--- src/rtl/issue_scoreboard.sv ---
// Issue-stage hazard controller: per-register latency countdowns plus memory write-port occupancy.
// Optional macro ISSUE_FORWARD_EN lets a reader issue in its producer's final cycle.
module issue_scoreboard #(
   parameter int unsigned SCALAR_LAT = 2,
   parameter int unsigned VECTOR_LAT = 5,
   parameter int unsigned CNT_W      = 3
) (
   input  logic        clk,
   input  logic        rst_n,
   input  logic        id_valid,
   input  logic [3:0]  id_rd,
   input  logic [3:0]  id_rs1,
   input  logic [3:0]  id_rs2,
   input  logic        id_use_rs1,
   input  logic        id_use_rs2,
   input  logic        id_reg_write_en,
   input  logic        id_mem_write,
   input  logic        id_is_vector,
   input  logic        flush,
   output logic        id_issue,
   output logic        id_stall,
   output logic [15:0] busy_mask,
   output logic        mem_busy
);

   localparam int unsigned NREG = 16;
   localparam int unsigned RW   = 4;

   logic [CNT_W-1:0] cnt [NREG];
   logic [CNT_W-1:0] mem_cnt;
   logic [CNT_W-1:0] lat;
   logic             pend_rs1;
   logic             pend_rs2;
   logic             waw;
   logic             mem_hz;
   logic             hazard;

   assign lat = id_is_vector ? CNT_W'(VECTOR_LAT) : CNT_W'(SCALAR_LAT);

   // RAW pending test; the bypass lets a reader overlap the producer's last cycle
   always_comb begin
      pend_rs1 = 1'b0;
      pend_rs2 = 1'b0;
`ifdef ISSUE_FORWARD_EN
      pend_rs1 = cnt[id_rs1] > CNT_W'(1);
      pend_rs2 = cnt[id_rs2] > CNT_W'(1);
`else
      pend_rs1 = cnt[id_rs1] != '0;
      pend_rs2 = cnt[id_rs2] != '0;
`endif
   end

   // WAW and memory-port checks stay strict regardless of forwarding
   assign waw    = id_reg_write_en & (cnt[id_rd] != '0);
   assign mem_hz = id_mem_write & (mem_cnt != '0);
   assign hazard = (id_use_rs1 & pend_rs1) | (id_use_rs2 & pend_rs2) | waw | mem_hz;

   assign id_issue = id_valid & ~hazard & ~flush;
   assign id_stall = id_valid &  hazard & ~flush;

   always_comb begin
      busy_mask = '0;
      for (int r = 0; r < NREG; r++) busy_mask[r] = cnt[r] != '0;
   end

   assign mem_busy = mem_cnt != '0;

   // Register countdowns: a fresh load on issue overrides the decrement
   always_ff @(posedge clk or negedge rst_n) begin
      if (!rst_n) begin
         for (int r = 0; r < NREG; r++) cnt[r] <= '0;
      end else begin
         for (int r = 0; r < NREG; r++) begin
            if (id_issue && id_reg_write_en && (id_rd == RW'(r)))
               cnt[r] <= lat;
            else if (cnt[r] != '0)
               cnt[r] <= cnt[r] - CNT_W'(1);
         end
      end
   end

   // Memory write-port occupancy
   always_ff @(posedge clk or negedge rst_n) begin
      if (!rst_n)
         mem_cnt <= '0;
      else if (id_issue && id_mem_write)
         mem_cnt <= lat;
      else if (mem_cnt != '0)
         mem_cnt <= mem_cnt - CNT_W'(1);
   end

endmodule

--- config.mk ---
export PLATFORM = sky130hd
export DESIGN_NAME = issue_scoreboard
export DESIGN_NICKNAME = d
export VERILOG_FILES = /design/src/rtl/issue_scoreboard.sv
export SDC_FILE = /design/constraint.sdc
export NUM_CORES = 1
export LEC_CHECK = 0
export BUFFER_PORTS_ARGS = -buffer_cell sky130_fd_sc_hd__buf_4
export CORE_UTILIZATION = 60
export CTS_BUF_LIST = sky130_fd_sc_hd__clkbuf_4
export CTS_CLUSTER_SIZE = 12
export DETAILED_ROUTE_END_ITERATION = 12
export GPL_ROUTABILITY_DRIVEN = 1
export GPL_TIMING_DRIVEN = 0
export PLACE_DENSITY = 0.77
export SYNTH_ARGS = -nofsm -noshare
export SYNTH_HDL_FRONTEND = slang
export SYNTH_SLANG_ARGS = --single-unit
--- constraint.sdc ---
create_clock -name clk -period 4.1 [get_ports clk]
set_input_delay 0.82 -clock clk [delete_from_list [all_inputs] [get_ports clk]]
set_output_delay 0.82 -clock clk [all_outputs]
set_load 0.02 [all_outputs]
After elaboration in Yosys (flattened, before gate mapping)
Index checks and enable logic that the tools add are counted.
{"block": "op_classes", "addsub": 17, "n_eq_ne": 15, "n_bitwise": 16, "mux": 44, "n_lt_le_gt_ge": 3, "reduce_logical": 56}
{"op": "$mux 3", "n": 41}
{"op": "$reduce_bool 3->1", "n": 20}
{"op": "$sub 3x1->3 const B", "n": 17}
{"op": "$bmux 3 s4", "n": 3}
{"op": "$reduce_bool 2->1", "n": 17}
{"op": "$eq 4x4->1 const B", "n": 8}
{"op": "$logic_and 1x1->1", "n": 18}
{"op": "$eq 4x3->1 const B", "n": 4}
{"op": "$ge 5x5->1 const B", "n": 3}
{"op": "$not 4->5", "n": 3}
{"op": "$and 1x1->1", "n": 8}
{"op": "$eq 4x2->1 const B", "n": 2}
{"op": "$eq 4x1->1 const B", "n": 1}
{"op": "$logic_not 4->1", "n": 1}
{"op": "$or 1x1->1", "n": 3}
{"op": "$not 1->1", "n": 2}
{"block": "totals", "input_bits": 21, "wordCells": 168, "output_inout_bits": 19, "regBits": 51}

Longest topological paths before layout
{"block": "logic_depth", "depth_word": 15, "mapped_depth": 8, "mapped_depth_nobuf": 8}

Worst setup path after synthesis
No wires, ideal clock.
{"block": "synth_timing", "path_type": "input to output", "startpoint": "input id_rd[1]", "endpoint": "output id_issue", "arrival_ps": 2427, "slack_ps": 853, "stages": 5, "path_cell_list": "clkbuf_1 mux2i_1 a2111oi_2 a21bo_2 and4_1"}
{"block": "synth_via", "elab_chain_cells": 11}
{"item": "start, declared", "line": "11", "source": "input logic [3:0] id_rd,"}
{"item": "$not 4->5 (implied by the code)", "line": "54", "source": "assign waw = id_reg_write_en & (cnt[id_rd] != '0);"}
{"item": "$bmux 3 s4", "line": "54"}
{"item": "$mux 3 (implied by the code) (2 in series)", "line": "54"}
{"item": "$reduce_bool 3->1", "line": "54"}
{"item": "$and 1x1->1", "line": "54"}
{"item": "$or 1x1->1 (2 in series)", "line": "56", "source": "assign hazard = (id_use_rs1 & pend_rs1) | (id_use_rs2 & pend_rs2) | waw | mem_hz;"}
{"item": "$not 1->1", "line": "58", "source": "assign id_issue = id_valid & ~hazard & ~flush;"}
{"item": "$and 1x1->1 (2 in series)", "line": "58"}
{"item": "end, declared", "line": "20", "source": "output logic id_issue,"}
Every way passes these cells. The select of a mux whose other input is x is not followed.

Final worst setup path
Same ends and word-level chain as after synthesis.

==> impl_results.md <==
- Most frequent cells in the layout: 69 x mux2i_1, 51 x dfrtp_1, 40 x inv_1
- Final period util: 92.5%
- Largest net degree at the start of global routing: 52
- DP Wirelength: 7390 um
- Vias: roughly 3500
- Hold buffer count at cts: 0
- Ys async rst share: 100%
- CP endpoint kind: primary output
- PostCTS Resize Cnt: 0
- DRC violations left: 0
- Number of vias per cell: 6.19
- Worst min path class: input port to asynchronous set/reset pin
- Total setup buffers inserted after CTS: 0
- Final Max Slew Viols: 0
- Status: finished clean
- First drt pass iteration count: 7
- Num CTS Buffers: 5
- DRT Wirelength: 9650 um
- Max VDD drop: ~0.43 mV
- CP startpoint kind: input port
- P_leak: 2.10 nW
- Synth cell types: 52
- Worst Skew: 0.00605 ns
- Pwr Total: 3.02 mW
- Die Ht: 84.6 um
- WL/cell: approximately 17 um
- Tmin final: 3.79 ns
- Clk slew on worst S/H paths: roughly 0.14 ns
- CORE AREA: 6460 um^2
- Detail Route Antenna Nets: 0
- Number of placed I/O pins: 40
- Starting DRT DRC Count: 220
- Syn Std Cell Area: 4090 um^2
- Share of cells above drive strength 1: 13.9%
- Global-route wire length before repair: 15800 um
- Max-cap viol count: 0
- Chip width: 84.6 um
- Post-Synthesis Cells: 438
- Hold Fails Final Rpt: 0
- CTS tree: yes
- Initial Util: 63.3%
- Worst Tran Pin Value: 0.821 ns
- P per Cell Area: about 670 nW/um^2
- R2r setup slk: 1.26 ns
- Arr. time, crit path: just under 3 ns
- Die area: between 7000 and 8000 um^2
- Initial antenna violation count: 0
- Clock Latency Late Sink: roughly 0.38 ns
- Crit-path max FO: 10
- Row count: 29
- PortBufs: 37
- Mean Syn Cell Area: 9.34 um^2
- CP required: 3.28 ns
- Ant. Diodes: 0
- Grt ovf: 0
- Global Route Usage Sum: 28.3%
- Final setup vio count: 0
- Top_reg_cell synth: dfrtp_1
- Clk sinks: 51
- Slew headroom: 45.1%
- YS warnings: 0
- Final TNS setup: 0 ns
- Yosys reg bits: 51
- Mapped Nets: 493
- Nets: ~540
- Crit path kind: input port to primary output
- Unrepaired setup endpoints after global routing: false
- Vias in the first global route: between 3000 and 4000
- Longest Clk Path Bufs: 2
- Clk root buf: clkbuf_4
- Routability cong.: 0.955
- Fmax achieved: 0.264 GHz
- H-tree Lvls: 2
- Commonest non-fill, non-tap cell in the layout: mux2i_1
- EDFF count, synth: 0
- Seq/Total Area, Yosys: 31.2%
- Area grow syn2layout: 10.6%
-- final timing paths --
path	start	to	cells past startpoint
worst max register to register	cnt[13]	mem_cnt[1]	6
worst max-delay path	id_rd[1]	id_issue	7
min in group clk	mem_cnt[0]	mem_cnt[0]	2
worst min-delay path	rst_n	cnt[38]	1
max in group asynchronous	rst_n	cnt[11]	1
worst min register to register	mem_cnt[0]	mem_cnt[0]	2
-- synth_stat cells, types with 13 or more instances --
| master | n | area share, % |
|---|---|---|
| o21ai_0 | 22 | 2.7 |
| xnor2_1 | 17 | 3.6 |
| ha_1 | 34 | 10 |
| mux2i_1 | 69 | 17 |
| inv_1 | 40 | 3.7 |
| nor2_1 | 20 | 1.8 |
| nand2_1 | 24 | 2.2 |
| dfrtp_1 | 51 | 31 |
| nand2b_1 | 21 | 3.2 |
| nor4_1 | 17 | 2.6 |
| nand4_1 | 13 | 2.0 |
| nor3_1 | 17 | 2.1 |
-- registers in the layout, indices dropped and copies added (netlist names) --
| register | count |
|---|---|
| cnt | 48 |
| mem_cnt | 3 |
-- routing by layer --
layer | global-route usage [%] | up-vias | share of wire, %
met3 | 4.03 | 19 | 7.3
met1 | 40.2 | 1651 | 45
met2 | 45.5 | 128 | 46
li1 | - | 1666 | -
met4 | 7.40 | 0 | 1.4
met5 | 0 | - | 0
-- worst max-delay path, stage by stage --
cell and delay (ns):
clkbuf_1 0.26, nor4_1 0.32, a2111oi_0 0.17, a2111oi_2 0.76
a21bo_2 0.28, and4_1 0.21, buf_4 0.15
-- report_power, final --
part           leakage, nW  switching, mW  total (mW)  internal, mW
registers            0.598          0.304        1.09         0.782
logic                 1.47          0.917        1.69         0.773
clock network       0.0361          0.164       0.244        0.0805
-- kinds of logic after synthesis --
| group | synth area share, % |
|---|---|
| xor gates and xnor gates | 3.64 |
| buffers and inverters | 4.71 |
| adders and majority gates | 10.4 |
| AOI/OAI and AO/OA | 10.2 |
| and+or+nand+nor | 22.7 |
| DFF | 31.2 |
| muxes | 17.2 |
-- metrics by stage --
step / hold slack [ns] / setup slack, ns / cell area (um^2) / utilization [%] / instances
floorplan: 0.524 / 0.853 / 4090 / - / 438
global placement: 0.564 / 0.459 / 4470 / 69.1 / 552
CTS: 0.475 / 0.369 / 4520 / 70.0 / 560
finish: 0.455 / 0.307 / 4520 / 70.0 / 560
detailed placement: 0.580 / 0.464 / 4470 / 69.1 / 552
global route: 0.499 / 0.0691 / 4520 / 70.0 / 560
-- final cells by class --
class                   instances  area [um^2]
clock buffers                   7         52.6
repair buffers                 37          278
flip-flops and latches         51         1280
multi-input cells             336         2620
inverters                      40          150
clock inverters                 1         5.00
plain buffers                  11         42.5
well taps                      77         96.3
fillers                       501         1940
(Power assumes the default switching activity.)
